--- config.mk ---
export PLATFORM = sky130hd
export DESIGN_NAME = stage_sequencer
export DESIGN_NICKNAME = d
export VERILOG_FILES = /design/src/rtl/stage_sequencer.sv
export SDC_FILE = /design/constraint.sdc
export NUM_CORES = 1
export LEC_CHECK = 0
export CORE_UTILIZATION = 47
export DETAILED_ROUTE_END_ITERATION = 7
export HOLD_SLACK_MARGIN = 0.15
export PLACE_DENSITY = 0.84
export SYNTH_ARGS = -nofsm -noshare
export SYNTH_HDL_FRONTEND = slang
export SYNTH_SLANG_ARGS = --single-unit
--- constraint.sdc ---
create_clock -name clk -period 5.32 [get_ports clk]
set_input_delay 1.064 -clock clk [delete_from_list [all_inputs] [get_ports clk]]
set_output_delay 1.064 -clock clk [all_outputs]
set_load 0.01 [all_outputs]
--- src/rtl/stage_sequencer.sv ---
// stage_sequencer: multicycle stage sequencer for the RV64 datapath.
// Ports: clk, reset (sync, high), run, opcode, mem_ready -> one-hot stage
//   strobes stateIF..stateWB, halted, mem_err, cycle_count, instr_count.
module stage_sequencer #(
  parameter int CNT_W       = 32,
  parameter int MEM_TIMEOUT = 16
) (
  input  logic             clk,
  input  logic             reset,
  input  logic             run,
  input  logic [6:0]       opcode,
  input  logic             mem_ready,
  output logic             stateIF,
  output logic             stateID,
  output logic             stateEXE,
  output logic             stateMEM,
  output logic             stateWB,
  output logic             halted,
  output logic             mem_err,
  output logic [CNT_W-1:0] cycle_count,
  output logic [CNT_W-1:0] instr_count
);

  localparam int WW = $clog2(MEM_TIMEOUT + 1);
  localparam logic [WW-1:0] WAIT_LAST = WW'(MEM_TIMEOUT - 1);
  localparam logic [CNT_W-1:0] CNT_MAX = {CNT_W{1'b1}};

  typedef enum logic [2:0] {
    S_IDLE, S_IF, S_ID, S_EXE, S_MEM, S_WB, S_HALT
  } state_t;

  typedef enum logic [2:0] {
    C_ALU, C_LOAD, C_STORE, C_BRANCH, C_SYSTEM, C_NOP
  } cls_t;

  state_t        state;
  state_t        nxt;
  cls_t          cls;
  cls_t          cls_id;
  logic [WW-1:0] wait_cnt;
  logic          retire;
  logic          to_err;
  logic          active;

  always_comb begin
    cls_id = C_NOP;
    unique case (1'b1)
      opcode == 7'b0110011,
      opcode == 7'b0010011: cls_id = C_ALU;
      opcode == 7'b0000011: cls_id = C_LOAD;
      opcode == 7'b0100011: cls_id = C_STORE;
      opcode == 7'b1100011: cls_id = C_BRANCH;
      opcode == 7'b1110011: cls_id = C_SYSTEM;
      default:              cls_id = C_NOP;
    endcase
  end

  always_comb begin
    nxt    = state;
    retire = 1'b0;
    to_err = 1'b0;
    case (state)
      S_IDLE: if (run) nxt = S_IF;
      S_IF:   nxt = S_ID;
      S_ID: begin
        case (cls_id)
          C_SYSTEM: nxt = S_HALT;
          C_NOP:    retire = 1'b1;
          default:  nxt = S_EXE;
        endcase
      end
      S_EXE: begin
        case (cls)
          C_LOAD, C_STORE: nxt = S_MEM;
          C_ALU:           nxt = S_WB;
          default:         retire = 1'b1;
        endcase
      end
      S_MEM: begin
        if (mem_ready) begin
          if (cls == C_LOAD) nxt = S_WB;
          else               retire = 1'b1;
        end else if (wait_cnt == WAIT_LAST) begin
          nxt    = S_HALT;
          to_err = 1'b1;
        end
      end
      S_WB:   retire = 1'b1;
      S_HALT: nxt = S_HALT;
      default: nxt = S_IDLE;
    endcase
    // retirement decides between fetching again and parking in IDLE
    if (retire) nxt = run ? S_IF : S_IDLE;
  end

  assign active = (state == S_IF) || (state == S_ID) ||
                  (state == S_EXE) || (state == S_MEM) ||
                  (state == S_WB);

  always_ff @(posedge clk) begin
    if (reset) begin
      state       <= S_IDLE;
      cls         <= C_NOP;
      wait_cnt    <= '0;
      stateIF     <= 1'b0;
      stateID     <= 1'b0;
      stateEXE    <= 1'b0;
      stateMEM    <= 1'b0;
      stateWB     <= 1'b0;
      halted      <= 1'b0;
      mem_err     <= 1'b0;
      cycle_count <= '0;
      instr_count <= '0;
    end else begin
      state    <= nxt;
      stateIF  <= (nxt == S_IF);
      stateID  <= (nxt == S_ID);
      stateEXE <= (nxt == S_EXE);
      stateMEM <= (nxt == S_MEM);
      stateWB  <= (nxt == S_WB);
      halted   <= (nxt == S_HALT);
      if (to_err) mem_err <= 1'b1;
      if (state == S_ID) cls <= cls_id;
      if (state == S_MEM && !mem_ready)
        wait_cnt <= wait_cnt + WW'(1);
      else
        wait_cnt <= '0;
      if (active && cycle_count != CNT_MAX)
        cycle_count <= cycle_count + CNT_W'(1);
      if (retire && instr_count != CNT_MAX)
        instr_count <= instr_count + CNT_W'(1);
    end
  end

endmodule
Yosys cells after proc, flatten, opt, wreduce, memory -nomap -nowiden

Index checks and enable logic that the tools add are counted.

RAM bits: 0
Bits in read-only memories: 0
Output and inout bits: 71
Logic and storage cells: 73
Bits of input ports: 11
Register bits after elaboration: 82
Memories: 0
Bits in latches: 0

Shift operators: 0
Mux-type cells: 18
$lt $le $gt $ge: 0
Add/subtract/negate cells: 3
Reductions and logical operators: 14
Bitwise gates (word level): 1
Divide/modulo/power cells: 0
$mul: 0
Eq/ne operators: 25

Operator list:

| kind                    | count |
|---|---|
| $add A32 B1 Y32 const B | 2 |
| $ne A32 B32 Y1 const B  | 2 |
| $eq A3 B3 Y1 const B    | 8 |
| $pmux W3 S7             | 1 |
| $eq A3 B2 Y1 const B    | 5 |
| $mux W3                 | 5 |
| $pmux W3 S5             | 1 |
| $eq A7 B6 Y1 const B    | 2 |
| $eq A7 B7 Y1 const B    | 2 |
| $pmux W3 S2             | 2 |
| $eq A3 B1 Y1 const B    | 3 |
| $mux W1                 | 8 |
| $eq A7 B2 Y1 const B    | 1 |
| $eq A7 B5 Y1 const B    | 1 |
| $logic_not A3 Y1        | 2 |
| $reduce_or A2 Y1        | 3 |
| $add A5 B1 Y5 const B   | 1 |
| $eq A5 B4 Y1 const B    | 1 |
| $logic_or A1 B1 Y1      | 4 |
| $pmux W1 S4             | 1 |
| $logic_and A1 B1 Y1     | 3 |
| $reduce_or A3 Y1        | 1 |
| $logic_not A1 Y1        | 1 |
| $not A1 Y1              | 1 |

Depth between registers and ports, before layout

Gate-level depths: netlist of run 1.

Depth after elaboration: 8
Mapped depth: 8
Gate-level depth less buffers: 7

Worst setup path after synthesis of run 1

Ideal clock, no wire load.

Kind: input to register
From: input opcode[2]
To: register instr_count[15]
Data required time: 5199 ps
Data arrival time: 2575 ps
Buffers on the path: 1
Setup slack: 2624 ps
Stages: 6
Path through: nand4bb_1 > o21ba_4 > o31ai_1 > buf_2 > nor3b_1 > mux2_2

Longest elaborated chain between the ends: 7
Elaborated cells between the ends (all ways): 12

RTL lines:

| what                                                | line   | text |
|---|---|---|
| from (decl)                                         | 11     | `input logic [6:0] opcode,` |
| $eq A7 B6 Y1 / $eq A7 B5 Y1 (equally long branches) | 48, 49 |  |
| $reduce_or A2 Y1                                    | 47     | `unique case (1'b1)` |
| $pmux W3 S5 (*)                                     | 47     |  |
| $eq A3 B3 Y1 (*)                                    | 66     | `case (cls_id)` |
| $mux W1 (*)                                         | 66     |  |
| $pmux W1 S4 (*)                                     | 62     | `case (state)` |
| $logic_and A1 B1 Y1 (*)                             | 130    | `if (retire && instr_count != CNT_MAX)` |
| to (signal assigned)                                | 131    | `instr_count <= instr_count + CNT_W'(1);` |
| to (decl)                                           | 21     | `output logic [CNT_W-1:0] instr_count` |

Every way passes the cells marked *; elsewhere a longest branch is shown, timed or not.
A chain may end at the register's enable or synchronous reset.

Final worst setup path of run 1

From: input opcode[2]
To: register instr_count[14]

Same word-level chain as after synthesis.

==> results of run 1 <==
-- worst max-delay path by stage --
stage / end / slack (ns) / depth (start not counted)
after floorplan: instr_count[15]$_SDFFE_PP0P_ / 2.62 / 6
final: instr_count[14]$_SDFFE_PP0P_ / 2.04 / 6
after global placement: instr_count[14]$_SDFFE_PP0P_ / 1.75 / 6
after CTS: instr_count[14]$_SDFFE_PP0P_ / 2.06 / 6
after global routing: instr_count[24]$_SDFFE_PP0P_ / 1.82 / 6
after detailed placement: instr_count[14]$_SDFFE_PP0P_ / 1.67 / 6
-- cell usage in the layout (no fill, tap or decap), types with 11 or more instances in the layout --
master / Yosys / routed
or3_1: 21 / 21
nand3_1: 24 / 24
nor2b_1: 11 / 11
a21oi_1: 56 / 56
inv_1: 11 / 11
dfxtp_1: 82 / 82
o21ai_0: 20 / 20
nand2_1: 31 / 31
nand4_1: 14 / 14
o31ai_1: 32 / 31
nor2_1: 28 / 28
or4_1: 30 / 30
nor3_1: 13 / 13
clkdlybuf4s50_1: 0 / 80
-- stage by stage --
step	total power, mW	hold WS, ns	utilization	area, sq um	instances
after global placement	0.7811	0.4293	0.5987	5019	657
after floorplan	0.7432	0.4175	-	4164	493
after detailed placement	0.7852	0.4484	0.5987	5019	657
after CTS	1.282	0.4646	0.6259	5246	673
after global routing	1.327	0.4793	0.6259	5246	673
final	1.275	0.4586	0.6259	5246	673
-- power by group --
part           switching [mW]  internal (mW)
Clock                   0.224          0.278
Sequential             0.0190          0.627
Combinational          0.0735         0.0537
-- logic make-up after synthesis --
family	synth area share
AOI/OAI and AO/OA	0.1878
DFF	0.3942
xor gates and xnor gates	0.01052
muxes	0.02945
buffers and inverters	0.03816
adders and majority gates	0.01202
and+or+nand+nor	0.3278
-- area by class of cell --
type,count,area (sq um),share of cell area
Tap cell,105,131.4,0.02504
Timing Repair Buffer,85,835.8,0.1593
Inverter,11,41.29,0.007870
Sequential cell,82,1642,0.3129
Multi-Input combinational cell,374,2369,0.4515
Clock inverter,6,90.09,0.01717
Clock buffer,10,137.6,0.02623
-- per-layer routing --
layer	vias up	global-route usage	wire [um]
li1	2038	-	-
met1	1980	0.2706	4428
met2	105	0.3936	5061
met3	11	0.03555	496
met4	0	0.08955	137
met5	-	0	0
-- state kept, by name (all words and copies together), names as in the netlist --
name / cells
stateEXE: 1
stateMEM: 1
cls: 3
stateWB: 1
stateID: 1
mem_err: 1
state: 3
halted: 1
instr_count: 32
stateIF: 1
cycle_count: 32
wait_cnt: 5
==> results.tsv, run 1 <==
metric	value	unit
yosys-top-cells-area	dfxtp_1 (39%), a21oi_1 (6.7%), o31ai_1 (5.8%), or4_1 (5.4%), or3_1 (3.2%)	
endpoint_kind	register	
critPathMaxFanout	22	
cts_sinks	82	
ios	82	
syn_area	4164	sq um
synth_top_cell_area_share	0.3942	
synth_seq_cells	82	
h-tree-depth	3	
hold_end	wait_cnt[0]$_SDFF_PP0_	
worst-setup-path-type	input pin to register	
gp_congestion	0.8325	
slowest_stage	o31ai_2	
insertion_delay	0.35	ns
grt_max_degree	63	
die_x	96.13	um
synth_top_cell_by_area	dfxtp_1	
cts_tree	yes	
grt_pass1_vias	3695	
path_buf_inv	1	
wire_per_inst	15.04	um
startpoint_type	input pin	
synth.most_common_cell	dfxtp_1	
synth_cell_types	58	
first_iter_violations	217	
dieHeight	96.13	um
num-fill-cells	699	
drc	0	
antenna_found_initial	0	
dieArea	9240	sq um
r2r_slack	2.55	ns
yosys_warnings	0	
max_freq	305.2	MHz
worstPathCellList	clkdlybuf4s50_1 -> nand4bb_1 -> o21ba_4 -> o31ai_2 -> nor4_1 -> mux2_2	
ys_seq_area_frac	0.3942	
rows	33	
hp-class	register to register	
fin_tns_setup	0	ns
drv_slew	0	
crit_family	compound AO/OA/AOI/OAI gates	
clockBufferDepth	2	
setup_slack	2.043	ns
synthArstFlopShare	0	
core	8382	sq um
cp.required	5.56	ns
ant_nets	0	
drive_above_1_share	0.07394	
ir_drop	0.0001407	V
cts_setup_buffers	0	
fin_crit_sh	0.6159	
synth_common_cells	dfxtp_1 (82), a21oi_1 (56), o31ai_1 (32), nand2_1 (31), or4_1 (30)	
postCtsHoldBufs	0	
synth_nets	508	
arrival	3.51	ns
power_leakage	1.632	nW
clk_pin_slew	0.08	ns
grt_overflow	0	
antenna_cells	0	
cts_resized	0	
pre_cts_ws	1.675	ns
status	finished, final reports clean	
r2r_start	cycle_count[0]$_SDFFE_PP0P_	
cts_root_buf	clkbuf_8	
synthFlopType	dfxtp_1	
setup-violations-final	0	
hpwl	7116	um
min_from	wait_cnt[0]$_SDFF_PP0_	
fin_skew	0.01529	ns
ff2ff_path_depth	6	
io_buffers	81	
rsz0062_at_grt	no	
holdPathStages	1	
hold_viol	0	
drt-pass1-iter-count	6	
start_util	0.4968	
crit_path_start	opcode[2]	
numCtsBuffers	9	
grt_pass1_wl	16430	um
crit-reg2reg-capture	cycle_count[8]$_SDFFE_PP0P_	
viasPerCell	6.143	
routed_wl	10120	um
syn_area_per_cell	8.446	sq um
synthCells	493	
drv_cap	0	
maxSlewHeadroom	0.1605	
fin_crit	3.277	ns
synth_edf_count	0	
nNetsFinal	578	
gr-usage-all-layers	0.2238	
vias	4134	
worst_pin_slew	1.252	ns
critPathMaxStageDelay	0.94	ns
power_density	243.1	nW/um^2
areaGrowthSynthToFinish	25.99	%
Note: power is estimated with default switching activity, not from simulation.
==> run 2, diff against run 1 <==
--- a/config.mk
+++ b/config.mk
@@ -8,7 +8,7 @@
 export CORE_UTILIZATION = 47
 export DETAILED_ROUTE_END_ITERATION = 7
 export HOLD_SLACK_MARGIN = 0.15
-export PLACE_DENSITY = 0.84
+export PLACE_DENSITY = 0.87
 export SYNTH_ARGS = -nofsm -noshare
 export SYNTH_HDL_FRONTEND = slang
 export SYNTH_SLANG_ARGS = --single-unit
==> constraint.sdc (replaced) <==
create_clock -name clk -period 3 [get_ports clk]
set_input_delay 0.6 -clock clk [delete_from_list [all_inputs] [get_ports clk]]
set_output_delay 0.6 -clock clk [all_outputs]
set_load 0.01 [all_outputs]
==> results.tsv, run 2 (synthesis results as in run 1) <==
metric	value	unit	change
cp.required	3.24	ns	-2.32 ns
crit-reg2reg-capture	instr_count[14]$_SDFFE_PP0P_		
antenna_cells	0		unchanged
top_regs	cycle_count (32), instr_count (32), wait_cnt (5)		
min_from	wait_cnt[0]$_SDFF_PP0_		
hpwl	7336	um	+3.1%
r2r_slack	0.55	ns	-2.00 ns
hold_end	wait_cnt[0]$_SDFF_PP0_		
fin_crit_sh	0.8160		
hold_viol	0		unchanged
top_usage_layer	met2		
grt_max_degree	87		+38%
max_freq	408.5	MHz	
hp-class	register to register		
maxSlewHeadroom	0.5824		+0.4219
start_util	0.4968		unchanged
place_area	5099	sq um	+1.6%
areaGrowthSynthToFinish	28.82	%	
ff_latch_area	1642	sq um	unchanged
combPwrFrac	0.099		about the same
critPathMaxFanout	22		unchanged
gp_congestion	0.8109		-2.6%
cts_sinks	82		unchanged
dieHeight	96.13	um	unchanged
postCtsHoldBufs	0		unchanged
vias	4261		+3.1%
ff2ff_path_depth	6		unchanged
clockBufferDepth	2		unchanged
rows	33		unchanged
switching_share	0.2404		-0.007953
grt_overflow	0		unchanged
fin_tns_setup	0	ns	unchanged
first_iter_violations	188		-13%
status	finished, final reports clean		
fin_skew	0.01512	ns	-0.0001692 ns
clock_power_share	0.434		+0.040
dieArea	9240	sq um	unchanged
h-tree-depth	3		unchanged
multiInputGateArea	2369	sq um	unchanged
gr-usage-all-layers	0.2364		+0.01263
startpoint_type	register		
insertion_delay	0.36	ns	about the same
holdPathStages	1		unchanged
setup-violations-final	0		unchanged
core	8382	sq um	unchanged
num-fill-cells	704		+0.72%
r2r_start	state[1]$_SDFF_PP0_		
cts_root_buf	clkbuf_8		
viasPerCell	6.248		+1.7%
drc	0		unchanged
ir_drop	0.0002492	V	+77%
wire_per_inst	15.48	um	+2.9%
cts_setup_buffers	0		unchanged
drt-pass1-iter-count	5		-1
nNetsFinal	587		+1.6%
pwr-share-seq	0.467		-0.040
arrival	2.69	ns	-0.82 ns
grt_pass1_vias	3839		+3.9%
final_cell_mix	dfxtp_1 (82), clkdlybuf4s50_1 (80), a21oi_1 (56)		
p_sw	0.5893	mW	+86%
power_density	457.1	nW/um^2	+88%
worst-setup-path-type	register to register		
p_int	1.862	mW	+94%
io_buffers	81		unchanged
setup_slack	0.5521	ns	-1.491 ns
numCtsBuffers	9		unchanged
cts_resized	0		unchanged
endpoint_kind	register		
met1_usage	0.2913		+0.02075
use_met3	0.04265		+0.007109
rsz0062_at_grt	no		
cts_tree	yes		
clk_pin_slew	0.08	ns	about the same
drive_above_1_share	0.08666		+0.01271
pre_cts_ws	0.3954	ns	-1.279 ns
drv_cap	0		unchanged
grt_pass1_wl	17390	um	+5.9%
die_x	96.13	um	unchanged
power_leakage	1.699	nW	+4.1%
worst_pin_slew	0.6166	ns	-0.6351 ns
fin_crit	2.448	ns	
routed_wl	10550	um	+4.3%
antenna_found_initial	0		unchanged
final_area	5364	sq um	+2.2%
ios	82		unchanged
drv_slew	0		unchanged
ant_nets	0		unchanged
final_common_cell	dfxtp_1		
gr-usage-met2	0.4125		+0.01891
-- run 2: cell count changes in the layout (fill, tap and decap cells not counted) --
cell	delta
buf_12	+1
clkinvlp_4	-1
bufinv_16	+2
clkinv_4	-1
inv_6	+1
buf_4	+8
clkinv_2	-1
clkbuf_1	+1
clkbuf_8	-1
-- run 2: layer usage --
layer  wire [um]  part of all wire
met4         179             0.017
met2        5189              0.49
met3         548             0.052
met1        4637              0.44
met5           0                 0
-- run 2: worst max-delay path by stage --
stage / startpoint / end / slack (ns) / cells after the start
finish: state[1]$_SDFF_PP0_ / instr_count[14]$_SDFFE_PP0P_ / 0.55 / 6
CTS: state[1]$_SDFF_PP0_ / instr_count[14]$_SDFFE_PP0P_ / 0.59 / 6
global route: state[1]$_SDFF_PP0_ / instr_count[14]$_SDFFE_PP0P_ / 0.43 / 6
global placement: opcode[2] / instr_count[14]$_SDFFE_PP0P_ / 0.46 / 7
detailed placement: opcode[2] / instr_count[14]$_SDFFE_PP0P_ / 0.40 / 7
floorplan: opcode[2] / instr_count[15]$_SDFFE_PP0P_ / 0.77 / 6
-- run 2: through the flow --
step	utilization	hold WS (ns)	total power, mW	std cells
2_1_floorplan	-	0.4175	1.318	493
6_report	0.6399	0.4500	2.452	682
3_3_place_gp	0.6083	0.4303	1.400	666
5_1_grt	0.6399	0.4693	2.542	682
4_1_cts	0.6399	0.4566	2.463	682
3_5_place_dp	0.6083	0.4386	1.410	666
-- run 2: layout make-up --
| type | instances | share of cell area |
|---|---|---|
| well taps | 105 | 0.02449 |
| clock inverters | 6 | 0.02566 |
| clock buffers | 10 | 0.02379 |
| multi-input cells | 374 | 0.4416 |
| flip-flops and latches | 82 | 0.3060 |
| repair buffers | 94 | 0.1707 |
| inverters | 11 | 0.007698 |
-- run 2: power groups by stage --
stage                     logic, mW  clock network (mW)  registers [mW]
after floorplan               0.156                   0            1.16
after global placement        0.232                   0            1.17
after detailed placement      0.240                   0            1.17
after CTS                     0.241                1.08            1.14
after global routing          0.268                1.13            1.15
final                         0.243                1.06            1.14
-- run 2: worst max-delay path, cell delays in order (launching register included) --
cell and delay, ns:
dfxtp_1 0.54, or3b_1 0.51, o21ba_4 0.32, o31ai_2 0.06, buf_4 0.21, nor4_1 0.32
mux2_2 0.37
==> run 3, diff against run 2 <==
--- a/config.mk
+++ b/config.mk
@@ -8,7 +8,7 @@
 export CORE_UTILIZATION = 47
 export DETAILED_ROUTE_END_ITERATION = 7
 export HOLD_SLACK_MARGIN = 0.15
-export PLACE_DENSITY = 0.87
+export PLACE_DENSITY = 0.84
 export SYNTH_ARGS = -nofsm -noshare
 export SYNTH_HDL_FRONTEND = slang
 export SYNTH_SLANG_ARGS = --single-unit
==> constraint.sdc (replaced) <==
create_clock -name clk -period 2.3 [get_ports clk]
set_input_delay 0.46 -clock clk [delete_from_list [all_inputs] [get_ports clk]]
set_output_delay 0.46 -clock clk [all_outputs]
set_load 0.01 [all_outputs]
==> results.tsv, run 3 (synthesis results as in run 1) <==
metric	value	unit	change
drc	0		unchanged
areaGrowthSynthToFinish	32.33	%	
cts_setup_buffers	0		unchanged
final_area	5510	sq um	+2.7%
cts_tree	yes		
min_from	wait_cnt[0]$_SDFF_PP0_		
wire_per_inst	14.76	um	-4.6%
gp_congestion	0.8645		+6.6%
core	8382	sq um	unchanged
cp.required	2.54	ns	-0.70 ns
fin_skew	0.01394	ns	-0.001181 ns
h-tree-depth	3		unchanged
die_x	96.13	um	unchanged
r2r_start	state[1]$_SDFF_PP0_		
power_density	527.2	nW/um^2	+15%
drv_slew	0		unchanged
dieHeight	96.13	um	unchanged
drive_above_1_share	0.1308		+0.04414
endpoint_kind	register		
dieArea	9240	sq um	unchanged
ir_drop	0.0002714	V	+8.9%
fin_util	0.6574		+0.01747
path_buf_inv	1		unchanged
clockBufferDepth	2		unchanged
hold_end	wait_cnt[0]$_SDFF_PP0_		
clk_pin_slew	0.09	ns	about the same
antenna_found_initial	0		unchanged
cts_sinks	82		unchanged
final_cell_mix	dfxtp_1 (80), clkdlybuf4s50_1 (80), a21oi_1 (56)		
top_regs	cycle_count (32), instr_count (32), wait_cnt (5)		
first_iter_violations	223		+19%
grt_pass1_wl	17170	um	-1.3%
rows	33		unchanged
ios	82		unchanged
crit-reg2reg-capture	instr_count[14]$_SDFFE_PP0P_		
fin_tns_setup	0	ns	unchanged
grt_max_degree	28		-68%
hp-class	register to register		
hold_viol	0		unchanged
hold_slack	0.4586	ns	+0.008611 ns
max_freq	462.3	MHz	+13%
setup-violations-final	0		unchanged
worst_pin_slew	0.6006	ns	-0.01601 ns
numCtsBuffers	9		unchanged
worst-setup-path-type	register to register		
holdPathStages	1		unchanged
routed_wl	10470	um	-0.84%
drv_cap	0		unchanged
worstPathCellList	or3b_1 -> o21ba_4 -> o31ai_2 -> buf_4 -> nor4_1 -> mux2_2		
maxSlewHeadroom	0.5978		+0.01541
gr-usage-all-layers	0.2319		-0.004583
pre_cts_ws	-0.1394	ns	-0.5348 ns
critPathMaxStageDelay	0.40	ns	-0.14 ns
critPathMaxFanout	19		-14%
ff2ff_path_depth	6		unchanged
grt_overflow	0		unchanged
place_area	5301	sq um	+4.0%
finalNonFillerCells	709		+4.0%
viasPerCell	6.045		-3.2%
fin_crit_sh	0.9405		+0.1245
io_buffers	81		unchanged
nNetsFinal	614		+4.6%
ant_nets	0		unchanged
dp_cells	693		+4.1%
cts_resized	0		unchanged
antenna_cells	0		unchanged
setup_slack	0.1369	ns	-0.4152 ns
num-fill-cells	684		-2.8%
vias	4286		+0.59%
start_util	0.4968		unchanged
status	finished, final reports clean		
hpwl	7541	um	+2.8%
grt_pass1_vias	3820		-0.49%
insertion_delay	0.35	ns	about the same
r2r_slack	0.14	ns	-0.42 ns
arrival	2.41	ns	-0.28 ns
rsz0062_at_grt	no		
crit_family	simple AND/OR/NAND/NOR gates		
drt-pass1-iter-count	5		unchanged
postCtsHoldBufs	0		unchanged
slowest_stage	dfxtp_2		
fin_crit	2.163	ns	-0.2848 ns
cts_root_buf	clkbuf_8		
finalPower	2.905	mW	+18%
startpoint_type	register		
power_leakage	1.800	nW	+6.0%
==> run 3: changes by cell type in the layout (fill, tap and decap cells not counted), moves of 2 or more <==
cell / previous run / this run
bufinv_16: 4 / 1
buf_4: 12 / 39
dfxtp_2: 0 / 2
dfxtp_1: 82 / 80
==> run 3: worst max-delay path by stage <==
stage,start,end,cells after the start
after global placement,opcode[2],instr_count[14]$_SDFFE_PP0P_,7
after detailed placement,opcode[2],instr_count[6]$_SDFFE_PP0P_,7
after floorplan,cycle_count[5]$_SDFFE_PP0P_,cycle_count[25]$_SDFFE_PP0P_,6
after CTS,state[1]$_SDFF_PP0_,instr_count[6]$_SDFFE_PP0P_,6
final,state[1]$_SDFF_PP0_,instr_count[14]$_SDFFE_PP0P_,6
after global routing,instr_count[8]$_SDFFE_PP0P_,instr_count[6]$_SDFFE_PP0P_,6
==> run 3: worst register-to-register path, delay by kind of cell, from the launching register on <==
kind / cells / cell delay, ns
buf+inv: 1 / 0.21
flops: 1 / 0.40
simple gates: 2 / 0.74
mux: 1 / 0.37
compound gates: 2 / 0.35
==> run 3: where the power goes <==
group / internal [mW] / switching [mW] / total, mW
combinational: 0.177 / 0.189 / 0.366
sequential: 1.45 / 0.0358 / 1.49
clock: 0.533 / 0.519 / 1.05
==> run 3: area by class of cell <==
class	instances	area [sq um]	share of cell area
clock buffer	12	145.1	0.02634
sequential	82	1644	0.2984
inverter	11	41.29	0.007493
tap	105	131.4	0.02384
timing repair buffer	121	1119	0.2030
multi-input combinational	374	2379	0.4317
clock inverter	4	51.30	0.009310
==> run 3: metal layers <==
layer | wire, um | vias up | part of all wire | track usage
li1 | - | 2101 | - | -
met1 | 4686 | 2033 | 0.45 | 0.2949
met2 | 5068 | 142 | 0.48 | 0.4001
met3 | 599 | 10 | 0.057 | 0.03555
met4 | 109 | 0 | 0.010 | 0.07338
met5 | 0 | - | 0 | 0
